<file path="src/rtl/conv_rdreq_sched_pkg.sv">
// Shared types and field layout for the convolution read-request scheduler.
package conv_rdreq_sched_pkg;

    localparam int DIM_WIDTH_DEF = 8;
    localparam int W_LSB = 0;
    localparam int H_LSB = 8;
    localparam int K_LSB = 0;

    typedef enum logic [2:0] {
        ST_IDLE = 3'd0,
        ST_LOAD = 3'd1,
        ST_LINE = 3'd2,
        ST_EOL  = 3'd3,
        ST_DONE = 3'd4
    } state_e;

    // Rejects an empty line, an empty kernel, or a kernel taller than the map.
    function automatic logic cfg_invalid(input logic [DIM_WIDTH_DEF-1:0] w,
                                         input logic [DIM_WIDTH_DEF-1:0] h,
                                         input logic [DIM_WIDTH_DEF-1:0] k);
        return (k == {DIM_WIDTH_DEF{1'b0}}) || (w == {DIM_WIDTH_DEF{1'b0}}) || (k > h);
    endfunction

endpackage

</file>
<file path="src/rtl/conv_rdreq_sched_if.sv">
// Handshake between the scheduler (master) and the per-line request generator (slave).
interface conv_rdreq_sched_if;
    logic fifo_afull;
    logic req;
    logic stall;
    logic eol;

    modport master (input fifo_afull, output req, output stall, output eol);
    modport slave  (output fifo_afull, input req, input stall, input eol);
endinterface

</file>
<file path="src/rtl/conv_rdreq_sched_cnt.sv">
// Nested beat/line/row counter with terminal-count flags for the scheduler FSM.
module conv_rdreq_cnt #(
    parameter int DIM_WIDTH         = 8,
    parameter int KERNEL_SIZE_WIDTH = 2
) (
    input  logic                         clk,
    input  logic                         rst,
    input  logic                         clr,
    input  logic                         beat_inc,
    input  logic                         eol,
    input  logic [DIM_WIDTH-1:0]         w,
    input  logic [DIM_WIDTH-1:0]         rows_total,
    input  logic [KERNEL_SIZE_WIDTH-1:0] k,
    output logic                         beat_last,
    output logic                         line_last,
    output logic                         row_last,
    output logic [DIM_WIDTH-1:0]         row_cnt
);

    logic [DIM_WIDTH-1:0]         beat_q, beat_d;
    logic [KERNEL_SIZE_WIDTH-1:0] line_q, line_d;
    logic [DIM_WIDTH-1:0]         row_q, row_d;

    // Terminal compares use W-1 so W=255 never needs a wider counter.
    assign beat_last = (beat_q == (w - DIM_WIDTH'(1'b1)));
    assign line_last = (line_q == (k - KERNEL_SIZE_WIDTH'(1'b1)));
    assign row_last  = (row_q == (rows_total - DIM_WIDTH'(1'b1)));
    assign row_cnt   = row_q;

    // Next-count logic: EOL rolls the line/row indices, accepted beats advance the beat index.
    always_comb begin
        beat_d = beat_q;
        line_d = line_q;
        row_d  = row_q;
        if (clr) begin
            beat_d = {DIM_WIDTH{1'b0}};
            line_d = {KERNEL_SIZE_WIDTH{1'b0}};
            row_d  = {DIM_WIDTH{1'b0}};
        end else if (eol) begin
            beat_d = {DIM_WIDTH{1'b0}};
            if (line_last) begin
                line_d = {KERNEL_SIZE_WIDTH{1'b0}};
                if (!row_last) begin
                    row_d = row_q + DIM_WIDTH'(1'b1);
                end else begin
                    row_d = row_q;
                end
            end else begin
                line_d = line_q + KERNEL_SIZE_WIDTH'(1'b1);
            end
        end else if (beat_inc) begin
            beat_d = beat_q + DIM_WIDTH'(1'b1);
        end else begin
            beat_d = beat_q;
        end
    end

    // Counter registers.
    always_ff @(posedge clk) begin
        if (rst) begin
            beat_q <= {DIM_WIDTH{1'b0}};
            line_q <= {KERNEL_SIZE_WIDTH{1'b0}};
            row_q  <= {DIM_WIDTH{1'b0}};
        end else begin
            beat_q <= beat_d;
            line_q <= line_d;
            row_q  <= row_d;
        end
    end

endmodule

</file>
<file path="src/rtl/conv_rdreq_sched.sv">
// Scheduler walking a KxK window down the input map, one W-beat line request at a time.
// Optional stall-cycle counter port enabled by defining CONV_RDREQ_PERF_EN.
module conv_rdreq_sched
    import conv_rdreq_sched_pkg::*;
#(
    parameter int REG_WIDTH         = 32,
    parameter int KERNEL_SIZE_WIDTH = 2,
    parameter int DIM_WIDTH         = DIM_WIDTH_DEF
) (
    input  logic                  clk,
    input  logic                  rst,
    input  logic                  i_start,
    input  logic [REG_WIDTH-1:0]  i_conf_inputshape,
    input  logic [REG_WIDTH-1:0]  i_conf_kernelshape,
    conv_rdreq_sched_if.master    gen,
    output logic                  o_busy,
    output logic                  o_done,
    output logic                  o_err,
`ifdef CONV_RDREQ_PERF_EN
    output logic [31:0]           o_stall_cycles,
`endif
    output logic [DIM_WIDTH-1:0]  o_row_cnt
);

    state_e state_q, state_d;

    logic [DIM_WIDTH-1:0]         cfg_w_s, cfg_h_s;
    logic [KERNEL_SIZE_WIDTH-1:0] cfg_k_s;
    logic                         cfg_err_s;
    logic [DIM_WIDTH-1:0]         w_q, w_d, rows_total_q, rows_total_d;
    logic [KERNEL_SIZE_WIDTH-1:0] k_q, k_d;
    logic                         err_q, err_d;
    logic                         accept_s, beat_last_s, line_last_s, row_last_s;
    logic                         req_s, stall_s, eol_s, busy_s, done_s;
    logic                         unused_cfg_s;

    assign cfg_w_s   = i_conf_inputshape[W_LSB +: DIM_WIDTH];
    assign cfg_h_s   = i_conf_inputshape[H_LSB +: DIM_WIDTH];
    assign cfg_k_s   = i_conf_kernelshape[K_LSB +: KERNEL_SIZE_WIDTH];
    assign cfg_err_s = cfg_invalid(DIM_WIDTH_DEF'(cfg_w_s), DIM_WIDTH_DEF'(cfg_h_s),
                                   DIM_WIDTH_DEF'(cfg_k_s));
    assign unused_cfg_s = ^{i_conf_inputshape[REG_WIDTH-1:H_LSB+DIM_WIDTH],
                            i_conf_kernelshape[REG_WIDTH-1:K_LSB+KERNEL_SIZE_WIDTH]};
    assign accept_s  = req_s && !stall_s;

    // State register.
    always_ff @(posedge clk) begin
        if (rst) begin
            state_q <= ST_IDLE;
        end else begin
            state_q <= state_d;
        end
    end

    // Next-state logic.
    always_comb begin
        state_d = state_q;
        case (state_q)
            ST_IDLE: state_d = i_start ? ST_LOAD : ST_IDLE;
            ST_LOAD: state_d = cfg_err_s ? ST_DONE : ST_LINE;
            ST_LINE: state_d = (accept_s && beat_last_s) ? ST_EOL : ST_LINE;
            ST_EOL:  state_d = (line_last_s && row_last_s) ? ST_DONE : ST_LINE;
            ST_DONE: state_d = ST_IDLE;
            default: state_d = ST_IDLE;
        endcase
    end

    // Output decode; stall follows the FIFO combinationally only while requesting.
    always_comb begin
        req_s   = 1'b0;
        stall_s = 1'b0;
        eol_s   = 1'b0;
        busy_s  = 1'b0;
        done_s  = 1'b0;
        case (state_q)
            ST_LOAD: busy_s = 1'b1;
            ST_LINE: begin
                req_s   = 1'b1;
                stall_s = gen.fifo_afull;
                busy_s  = 1'b1;
            end
            ST_EOL: begin
                eol_s  = 1'b1;
                busy_s = 1'b1;
            end
            ST_DONE: done_s = 1'b1;
            default: busy_s = 1'b0;
        endcase
    end

    // Shadow config and sticky error; the pass only ever sees values captured in LOAD.
    always_comb begin
        w_d          = w_q;
        k_d          = k_q;
        rows_total_d = rows_total_q;
        err_d        = err_q;
        if ((state_q == ST_IDLE) && i_start) begin
            err_d = 1'b0;
        end else if (state_q == ST_LOAD) begin
            w_d          = cfg_w_s;
            k_d          = cfg_k_s;
            rows_total_d = cfg_h_s - DIM_WIDTH'(cfg_k_s) + DIM_WIDTH'(1'b1);
            err_d        = cfg_err_s;
        end else begin
            err_d = err_q;
        end
    end

    // Shadow config and error registers.
    always_ff @(posedge clk) begin
        if (rst) begin
            w_q          <= {DIM_WIDTH{1'b0}};
            k_q          <= {KERNEL_SIZE_WIDTH{1'b0}};
            rows_total_q <= {DIM_WIDTH{1'b0}};
            err_q        <= 1'b0;
        end else begin
            w_q          <= w_d;
            k_q          <= k_d;
            rows_total_q <= rows_total_d;
            err_q        <= err_d;
        end
    end

    conv_rdreq_cnt #(
        .DIM_WIDTH         (DIM_WIDTH),
        .KERNEL_SIZE_WIDTH (KERNEL_SIZE_WIDTH)
    ) u_cnt (
        .clk        (clk),
        .rst        (rst),
        .clr        (state_q == ST_LOAD),
        .beat_inc   (accept_s),
        .eol        (eol_s),
        .w          (w_q),
        .rows_total (rows_total_q),
        .k          (k_q),
        .beat_last  (beat_last_s),
        .line_last  (line_last_s),
        .row_last   (row_last_s),
        .row_cnt    (o_row_cnt)
    );

`ifdef CONV_RDREQ_PERF_EN
    logic [31:0] stall_cycles_q, stall_cycles_d;

    // Saturating count of requesting cycles lost to back-pressure.
    always_comb begin
        stall_cycles_d = stall_cycles_q;
        if (state_q == ST_LOAD) begin
            stall_cycles_d = 32'd0;
        end else if (req_s && stall_s && (stall_cycles_q != 32'hFFFF_FFFF)) begin
            stall_cycles_d = stall_cycles_q + 32'd1;
        end else begin
            stall_cycles_d = stall_cycles_q;
        end
    end

    // Stall counter register.
    always_ff @(posedge clk) begin
        if (rst) begin
            stall_cycles_q <= 32'd0;
        end else begin
            stall_cycles_q <= stall_cycles_d;
        end
    end

    assign o_stall_cycles = stall_cycles_q;
`endif

    assign gen.req   = req_s;
    assign gen.stall = stall_s;
    assign gen.eol   = eol_s;
    assign o_busy    = busy_s;
    assign o_done    = done_s;
    assign o_err     = err_q;

endmodule
</file>
<file path="src/flat_wrapper.sv">
// flat-port wrapper written by rule: the top's interface ports become plain ports
module conv_rdreq_sched_flat import conv_rdreq_sched_pkg::*;
#(
    parameter int REG_WIDTH         = 32,
    parameter int KERNEL_SIZE_WIDTH = 2,
    parameter int DIM_WIDTH         = DIM_WIDTH_DEF
)
  (clk, rst, i_start, i_conf_inputshape, i_conf_kernelshape, o_busy, o_done, o_err, o_row_cnt, gen_fifo_afull, gen_req, gen_stall, gen_eol);
  conv_rdreq_sched_if gen_i ();
  input  logic clk;
  input  logic rst;
  input  logic i_start;
  input  logic [REG_WIDTH-1:0] i_conf_inputshape;
  input  logic [REG_WIDTH-1:0] i_conf_kernelshape;
  output logic o_busy;
  output logic o_done;
  output logic o_err;
  output logic [DIM_WIDTH-1:0] o_row_cnt;
  input wire logic [$bits(gen_i.fifo_afull)-1:0] gen_fifo_afull;
  output wire logic [$bits(gen_i.req)-1:0] gen_req;
  output wire logic [$bits(gen_i.stall)-1:0] gen_stall;
  output wire logic [$bits(gen_i.eol)-1:0] gen_eol;
  assign gen_i.fifo_afull = gen_fifo_afull;
  assign gen_req = gen_i.req;
  assign gen_stall = gen_i.stall;
  assign gen_eol = gen_i.eol;
  conv_rdreq_sched #(.REG_WIDTH(REG_WIDTH), .KERNEL_SIZE_WIDTH(KERNEL_SIZE_WIDTH), .DIM_WIDTH(DIM_WIDTH)) u_core (.clk(clk), .rst(rst), .i_start(i_start), .i_conf_inputshape(i_conf_inputshape), .i_conf_kernelshape(i_conf_kernelshape), .gen(gen_i), .o_busy(o_busy), .o_done(o_done), .o_err(o_err), .o_row_cnt(o_row_cnt));
endmodule
</file>
<file path="config.mk">
export PLATFORM = sky130hd
export DESIGN_NAME = conv_rdreq_sched_flat
export DESIGN_NICKNAME = d
export VERILOG_FILES = /design/src/rtl/conv_rdreq_sched_pkg.sv /design/src/rtl/conv_rdreq_sched_if.sv /design/src/rtl/conv_rdreq_sched_cnt.sv /design/src/rtl/conv_rdreq_sched.sv /design/src/flat_wrapper.sv
export SDC_FILE = /design/constraint.sdc
export NUM_CORES = 1
export LEC_CHECK = 0
export BUFFER_PORTS_ARGS = -buffer_cell sky130_fd_sc_hd__buf_2
export CAP_MARGIN = 30
export CORE_ASPECT_RATIO = 0.9
export CORE_UTILIZATION = 45
export CTS_CLUSTER_SIZE = 25
export DETAILED_ROUTE_END_ITERATION = 10
export PLACE_DENSITY_LB_ADDON = 0.3
export SLEW_MARGIN = 10
export SYNTH_ARGS = -nofsm -noshare
export SYNTH_HDL_FRONTEND = slang
export SYNTH_HIERARCHICAL = 1
export SYNTH_SLANG_ARGS = --single-unit
</file>
<file path="constraint.sdc">
create_clock -name clk -period 5.2 [get_ports clk]
set_input_delay 1.04 -clock clk [delete_from_list [all_inputs] [get_ports clk]]
set_output_delay 1.04 -clock clk [all_outputs]
set_load 0.05 [all_outputs]
</file>
==> metrics.txt, run 1 <==
WHS Endpoint u_core/w_q[7]$_SDFFE_PP0P_; Final nets 444; yosys warns 6; CTS max path bufs 2; CP arrival 3.27 ns; Antenna Nets Post-Route 0; hold depth 2; peak supply drop 0.114 mV; Worst-path clk slew 0.07 ns; Placer Congestion 0.801; CP bufs+invs 3; largest net degree at the start of global routing 29; P_leak roughly 1.2 nW; DR iter-0 viols 135; CP endpoint kind register; RR Endpoint u_core/u_cnt/beat_q[7]$_SDFFE_PP0P_; grt total ovfl 0; initial core utilization 46.6%; layout cells sized above 1 15.6%; critical hold path startpoint u_core/w_q[7]$_SDFFE_PP0P_; Setup Buffers After CTS 0; vias in the first global route 1991; post-cts sizing count 0; unrepaired setup endpoints after global routing no; post-synthesis sequential area ratio around 30%; Setup CP Type in2reg; CP Cell Sequence buf_2, inv_1, ha_1, inv_1, ha_1, fa_1, nor2b_1, o211a_1, or4_4, a311oi_2; cells on worst reg2reg path 4; Post-Syn Nets around 410; delay-heaviest family, CP adder cells; Die Ht 74.6 um; Die Wd around 83 um; area leader, netlist dfxtp_1; commonest non-fill, non-tap cell in the layout nand2_1; post-synth top area share 30.3%; Post-Synthesis Cells 327; MaxCap Viol Count 0; status finished, final reports clean; H-tree depth 2; total iterations of the first detailed-routing run 4; Worst path slowest cell or4_4; vias per cell roughly 5.5; Row Count 26; worst skew pair latency 0.29 ns; area of the core 5660 sq um; placed cells about 420; worst slew pin tran 0.813 ns; period utilization 59.0%; #FFs+latches synth 40; area growth from synthesis to layout 11.1%; Post-synth EDFFs 0; endpoints failing hold 0; DRC errors left 0; Via Count 2343; num ports 82; final total negative setup slack 0 ns; WL/cell 12.9 um; WP data required 5.40 ns; Reg-to-Reg Start u_core/state_q[1]$_SDFF_PP0_; synth top area cells dfxtp_1 30%, ha_1 7.6%, nand2_1 6.7%, xnor2_1 6.0%, a21oi_1 4.6%; first-pass GRT wire length ~9000 um; DP Wirelength 4180 um; Root Driver clkbuf_8; R2R Setup Slk roughly 2.7 ns; final setup fails 0; clock sink count 40; Port Buffers 35; initial antenna violation count 0; DRT Wirelength 5540 um; die area 6170 sq um; CP Launch Type input port; CTS tree done; hold buffer count at cts 0; worst hold-check path type reg2reg; Slew headroom 45.8%; Filler cells 586; TritonCTS Buffers 5; clk_skew 0.00801 ns; power per cell area 230 nW/um^2; antenna diode count 0; Layout Cells excl Fill 428; CP Max Fanout 3; Mapped Area 2640 sq um; Final min period around 3 ns; achievable frequency 326 MHz; Top FF cell, synth dfxtp_1; post-synth cell types 61; highest-count cells in the layout ignoring fill and taps 47 x nand2_1, 40 x dfxtp_1, 35 x buf_2; delay of the slowest cell on the worst path between 0.4 and 0.5 ns; syn avg cell area 8.07 sq um; GRT Total Usage 19.5%; async set or reset register ratio after synthesis 0%; Slew Viols, Final 0
how the worst max path moves through the flow:
stage                                                      to                    startpoint  cells past startpoint
after floorplan                                     gen_stall  u_core/state_q[1]$_SDFF_PP0_                      2
after global placement    u_core/rows_total_q[7]$_SDFFE_PP0P_          i_conf_inputshape[9]                     10
after detailed placement  u_core/rows_total_q[7]$_SDFFE_PP0P_          i_conf_inputshape[9]                     10
after CTS                 u_core/rows_total_q[7]$_SDFFE_PP0P_          i_conf_inputshape[9]                     10
after global routing      u_core/rows_total_q[7]$_SDFFE_PP0P_          i_conf_inputshape[9]                     10
final                     u_core/rows_total_q[7]$_SDFFE_PP0P_          i_conf_inputshape[9]                     10
tightest hold or removal path: cells and delay by family, from the launching register on:
family | cells | cell delay, ns
AO/OA/AOI/OAI | 1 | 0.05
flip-flops | 1 | 0.32
AND/OR/NAND/NOR | 1 | 0.05
synth_stat cells (all sizes together) (3+ instances only):
cell type	count
nand2	47
dfxtp	40
a21oi	25
inv	24
nor2	19
xnor2	18
ha	16
o21ai	11
or3	11
nand4	9
nand3b	8
xor2	8
nor3	7
clkbuf	6
nand3	6
a31oi	5
buf	5
nor2b	5
a211oi	4
and3	4
mux2i	4
nand2b	4
nor4b	4
and2	3
o221ai	3
o22ai	3
or2	3
state kept, by name, indices dropped and copies added (netlist names):
| name | flops |
|---|---|
| u_core/o_err | 1 |
| u_core/w_q | 8 |
| u_core/rows_total_q | 8 |
| u_core/k_q | 2 |
| u_core/u_cnt/row_cnt | 8 |
| u_core/u_cnt/line_q | 2 |
| u_core/state_q | 3 |
| u_core/u_cnt/beat_q | 8 |
metrics by stage:
step / area, sq um / setup WS [ns] / utilization [%] / hold slack, ns / power [W]
floorplan: 2640 / 1.95 / - / 0.449 / 0.000450
global placement: 2850 / 1.87 / 50.4 / 0.460 / 0.000482
detailed placement: 2850 / 1.85 / 50.4 / 0.465 / 0.000486
CTS: 2930 / 2.14 / 51.8 / 0.475 / 0.000680
global route: 2930 / 2.00 / 51.8 / 0.504 / 0.000716
finish: 2930 / 2.13 / 51.8 / 0.471 / 0.000673
cell families after synthesis:
logic type	count (synthesis)	synth area share, %
xor gates and xnor gates	26	9.34
buffers and inverters	35	5.22
adders and majority gates	18	9.10
DFF	40	30.3
muxes	4	1.52
AOI/OAI and AO/OA	66	16.6
and+or+nand+nor	138	27.8
where the power goes:
group	switching, W	internal [W]	total (W)
logic	0.0000872	0.0000624	0.000150
registers	0.0000135	0.000317	0.000331
clock network	0.000101	0.0000912	0.000193
metal layers:
metal | vias up | share of wire [%] | routed length (um) | track usage (%)
li1 | 1210 | - | - | -
met4 | 0 | 0.72 | 40 | 5.17
met2 | 44 | 44 | 2410 | 29.7
met1 | 1085 | 53 | 2910 | 28.1
met3 | 4 | 3.2 | 176 | 4.00
met5 | - | 0 | 0 | 0
final cells by class:
class                   count  area, sq um  area share, %
multi-input cells         252         1700           58.0
well taps                  70         87.6           2.99
clock inverters             1         5.00          0.171
clock buffers               6         72.6           2.48
flip-flops and latches     40          801           27.3
inverters                  24         90.1           3.07
repair buffers             35          175           5.98
Note: power is estimated with default switching activity, not from simulation.
==> inputs of run 2 (changes only) <==
clock period = 2.8 ns   (was 5.2 ns; I/O delays follow)
==> run 2 against run 1 <==
Final area grew 2.3%. Die area unchanged. Worst setup slack lost 1.9 ns. Count of clock-buffer cells in the layout is 1 higher. Total power grew 94%. Routed wire length is 1.2% higher. Clock power increased by 110%. Sequential share of layout area decreased by 0.60 points. Clock skew about the same. Global-route usage up 0.78 points. Register-to-register slack got worse by 2.2 ns. First-iteration DRC count grew 14%.
==> metrics.txt, run 2 (same netlist as run 1, synthesis figures left out) <==
status finished, final reports clean; setup ws final 0.280 ns (-1.85 ns); CP endpoint kind register; Setup CP Type in2reg; grt total ovfl 0 (unchanged); num ports 82 (unchanged); P_leak 1.22 nW (+3.1%); clock sink count 40 (unchanged); largest net degree at the start of global routing 27 (-6.9%); GRT Total Usage 20.3% (+0.78 points); Row Count 26 (unchanged); final setup fails 0 (unchanged); Setup WS pre-CTS -0.0162 ns (-1.87 ns); CP Max Fanout 2 (-1); Reg-to-Reg Start u_core/rows_total_q[0]$_SDFFE_PP0P_; Placed Area 2900 sq um (+1.8%); MaxCap Viol Count 0 (unchanged); initial core utilization 46.6% (unchanged); Die Ht 74.6 um (unchanged); WHS Endpoint u_core/w_q[7]$_SDFFE_PP0P_; Die Wd 82.7 um (unchanged); worst hold-check path type reg2reg; worst slew pin tran 0.601 ns (-0.212 ns); Slew headroom 59.7% (+14 points); power per cell area 435 nW/um^2 (+90%); WP data required 3.01 ns (-2.39 ns); hold buffer count at cts 0 (unchanged); hold depth 2 (unchanged); CTS tree done; DP Wirelength 4270 um (+2.0%); total iterations of the first detailed-routing run 4 (unchanged); DR iter-0 viols 154 (+14%); unrepaired setup endpoints after global routing no; Reg area 801 sq um (unchanged); peak supply drop 0.185 mV (+61%); Root Driver clkbuf_8; period utilization about nine tenths; initial antenna violation count 0 (unchanged); endpoints failing hold 0 (unchanged); critical hold path startpoint u_core/w_q[7]$_SDFFE_PP0P_; Antenna Nets Post-Route 0 (unchanged); Filler cells 564 (-3.8%); Slew Viols, Final 0 (unchanged); area of the core 5660 sq um (unchanged); Worst-path clk slew 0.08 ns (about the same); worst skew pair latency 0.30 ns (about the same); clk_skew 0.00766 ns (-0.000358 ns); area growth from synthesis to layout 13.6%; H-tree depth 2 (unchanged); Setup Buffers After CTS 0 (unchanged); CTS max path bufs 2 (unchanged); antenna diode count 0 (unchanged); Total Power 0.00130 W (+94%); fin util 53.0% (+1.2 points); post-cts sizing count 0 (unchanged); Via Count 2378 (+1.5%); Final min period 2.52 ns; Final nets 450 (+1.4%); vias per cell 5.47 (-0.14%); DRC errors left 0 (unchanged); R2R Setup Slk 0.51 ns (-2.23 ns); Placer Congestion 0.858 (+7.1%); DRT Wirelength 5610 um (+1.2%); hold_ws 0.473 ns (+0.00190 ns); commonest non-fill, non-tap cell in the layout nand2_1; fin area 3000 sq um (+2.3%); TritonCTS Buffers 5 (unchanged); area occupied by multi-input gates 1710 sq um (+0.29%); first-pass GRT wire length 9590 um (+4.1%); RR Endpoint u_core/state_q[1]$_SDFF_PP0_; vias in the first global route 2096 (+5.3%); CP arrival 2.73 ns (-0.54 ns); highest-count cells in the layout ignoring fill and taps 47 x nand2_1, 40 x dfxtp_1, 35 x buf_2; cells on worst reg2reg path 9 (+5); die area 6170 sq um (unchanged); WL/cell 12.9 um (-0.40%); layout cells sized above 1 17.5% (+1.9 points); CP Launch Type input port; achievable frequency roughly 400 MHz; Port Buffers 35 (unchanged)
==> run 2: per-stage QoR <==
step           setup TNS, ns  std cells
6_report                   0        435
5_1_grt                    0        435
4_1_cts                    0        435
3_5_place_dp         -0.0162        427
3_3_place_gp               0        427
2_1_floorplan              0        327
==> run 2: power breakdown <==
part           internal (W)  switching, W  leakage, nW
sequential         0.000589     0.0000253        0.324
clock              0.000200      0.000206       0.0445
combinational      0.000123      0.000162        0.850
==> run 2: metal layers <==
layer	part of all wire, %	vias up	track usage, %
met2	45	49	31.6
li1	-	1218	-
met3	4.4	4	4.12
met1	50	1107	28.7
met5	0	-	0
met4	0.75	0	5.36
==> run 2: worst max-delay path, stage by stage <==
cell      delay, ns
buf_2          0.07
inv_1          0.04
ha_1           0.30
inv_1          0.05
ha_1           0.22
fa_1           0.38
nor2b_1        0.16
o211a_1        0.22
or4_4          0.48
a311oi_2       0.25
==> run 2: worst max-delay path by stage <==
stage,start,end,slack (ns),cells past startpoint
global route,i_conf_inputshape[9],u_core/rows_total_q[7]$_SDFFE_PP0P_,0.16,10
floorplan,i_conf_inputshape[9],u_core/rows_total_q[7]$_SDFFE_PP0P_,0.10,9
detailed placement,i_conf_inputshape[9],u_core/rows_total_q[7]$_SDFFE_PP0P_,-0.02,10
finish,i_conf_inputshape[9],u_core/rows_total_q[7]$_SDFFE_PP0P_,0.28,10
CTS,i_conf_inputshape[9],u_core/rows_total_q[7]$_SDFFE_PP0P_,0.28,10
global placement,i_conf_inputshape[9],u_core/rows_total_q[7]$_SDFFE_PP0P_,0.007,10
==> run 2: final cells by class <==
cell class | instances | area share, %
clock inverters | 1 | 0.250
repair buffers | 41 | 7.35
inverters | 24 | 3.01
flip-flops and latches | 40 | 26.7
multi-input cells | 252 | 56.9
clock buffers | 7 | 2.88
well taps | 70 | 2.92
==> inputs of run 3 (changes only) <==
HOLD_SLACK_MARGIN = 0.05   (was default)
clock period = 2.55 ns   (was 2.8 ns; I/O delays follow)
==> run 3 against run 2 <==
Register-to-register slack got worse by 0.24 ns. Final area increased by 1.1%. Final cell count increased by 0.23%. Combinational power increased by 10%. Sequential cell count unchanged. Worst setup slack got worse by 0.067 ns. Worst hold slack got worse by 0.0091 ns. Critical path depth unchanged. First-iteration DRC count decreased by 27%. Sequential power increased by 9.9%.
==> metrics.txt, run 3 (same netlist as run 1, synthesis figures left out) <==
fin area 3030 sq um (+1.1%); Final min period 2.34 ns; DRT Wirelength 5440 um (-3.0%); period utilization 91.6%; layout cells sized above 1 18.9% (+1.3 points); Row Count 26 (unchanged); initial antenna violation count 0 (unchanged); commonest non-fill, non-tap cell in the layout nand2_1; endpoints failing hold 0 (unchanged); Layout Cells excl Fill 436 (+0.23%); CP bufs+invs 3 (unchanged); Levels on crit path 10 (unchanged); achievable frequency 428 MHz; delay of the slowest cell on the worst path 0.48 ns (about the same); power per cell area 497 nW/um^2 (+14%); initial core utilization 46.6% (unchanged); worst slew pin tran 0.506 ns (-0.0951 ns); peak supply drop 0.242 mV (+31%); total iterations of the first detailed-routing run 6 (+2); num ports 82 (unchanged); cell mode on critical path inv_1; Placed Area 2920 sq um (+0.52%); worst skew pair latency 0.29 ns (about the same); post-cts sizing count 0 (unchanged); WL/cell 12.5 um (-3.3%); CTS tree done; WP data required 2.76 ns (-0.25 ns); Root Driver clkbuf_8; TritonCTS Buffers 5 (unchanged); area growth from synthesis to layout 14.8%; worst hold-check path type in2reg; hold buffer count at cts 0 (unchanged); CP Cell Sequence buf_2, inv_1, ha_1, inv_1, ha_2, fa_2, nor2b_2, o211a_1, or4_4, a311oi_2; antenna diode count 0 (unchanged); P_leak 1.23 nW (+0.99%); die area 6170 sq um (unchanged); Port Buffers 35 (unchanged); Die Ht 74.6 um (unchanged); largest net degree at the start of global routing 27 (unchanged); final total negative setup slack 0 ns (unchanged); vias per cell 5.35 (-2.2%); clock sink count 40 (unchanged); vias in the first global route 1981 (-5.5%); Via Count 2332 (-1.9%); placed cells 428 (+0.23%); final setup fails 0 (unchanged); grt total ovfl 0 (unchanged); Placer Congestion 0.780 (-9.1%); cells on worst reg2reg path 9 (unchanged); DP Wirelength 4130 um (-3.1%); area of the core 5660 sq um (unchanged); Worst path slowest cell or4_4; CP Max Fanout 2 (unchanged); unrepaired setup endpoints after global routing no; CP Launch Type input port; GRT Total Usage 19.1% (-1.2 points); MaxCap Viol Count 0 (unchanged); Setup CP Type in2reg; Setup Buffers After CTS 0 (unchanged); clk_skew 0.00978 ns (+0.00212 ns); Setup WS pre-CTS -0.0821 ns (-0.0659 ns); DR iter-0 viols 112 (-27%); CP endpoint kind register; hold_ws 0.464 ns (-0.00911 ns); hold depth 3 (+1); Antenna Nets Post-Route 0 (unchanged); Die Wd 82.7 um (unchanged); DRC errors left 0 (unchanged); H-tree depth 2 (unchanged); Final nets 451 (+0.22%); CP arrival 2.55 ns (-0.18 ns); delay-heaviest family, CP adder cells; Slew headroom 65.9% (+6.2 points); Worst-path clk slew 0.08 ns (about the same); setup ws final 0.213 ns (-0.0667 ns); first-pass GRT wire length 9060 um (-5.5%); Slew Viols, Final 0 (unchanged); highest-count cells in the layout ignoring fill and taps 47 x nand2_1, 40 x dfxtp_1, 35 x buf_2; status finished, final reports clean; CTS max path bufs 2 (unchanged)
==> run 3: cell count changes in the layout (fill, tap and decap cells not counted), sizes merged <==
cell    delta
buf        +1
clkinv     +1
clkbuf     -2
bufinv     +1
==> run 3: worst paths after layout <==
check        slack (ns)                                   to                                start
max                0.21  u_core/rows_total_q[7]$_SDFFE_PP0P_                 i_conf_inputshape[9]
min                0.46           u_core/w_q[0]$_SDFFE_PP0P_                 i_conf_inputshape[0]
max reg2reg        0.27         u_core/state_q[1]$_SDFF_PP0_  u_core/rows_total_q[0]$_SDFFE_PP0P_
min reg2reg        0.47           u_core/w_q[7]$_SDFFE_PP0P_           u_core/w_q[7]$_SDFFE_PP0P_
==> run 3: worst reg2reg max path, delay by kind of cell, from the launching register on <==
| kind | cells | cell delay, ns |
|---|---|---|
| compound gates | 3 | 0.70 |
| simple gates | 4 | 0.77 |
| fa+ha+maj | 1 | 0.23 |
| buf+inv | 1 | 0.06 |
| flops | 1 | 0.41 |
==> run 3: metrics by stage <==
step	total power [W]	utilization [%]
global placement	0.000994	51.6
detailed placement	0.00100	51.6
CTS	0.00152	53.5
floorplan	0.000921	-
finish	0.00151	53.5
global route	0.00160	53.5
==> run 3: cell type report <==
cell class	count	area (sq um)
clock buffer	5	68.8
clock inverter	3	42.5
fill	566	2630
inverter	24	90.1
multi-input combinational	252	1710
sequential	40	801
tap	70	87.6
timing repair buffer	42	228
==> run 3: layer usage <==
metal	vias up	wire length [um]	track usage (%)
met3	7	232	4.24
met2	58	2260	28.3
met1	1034	2890	27.5
met4	0	61	5.94
li1	1233	-	-
met5	-	0	0
==> run 3: report_power, final <==
part           switching, W  internal, W  total [W]
Clock              0.000228     0.000290   0.000518
Sequential        0.0000284     0.000646   0.000675
Combinational      0.000178     0.000136   0.000314
Total              0.000434      0.00107    0.00151
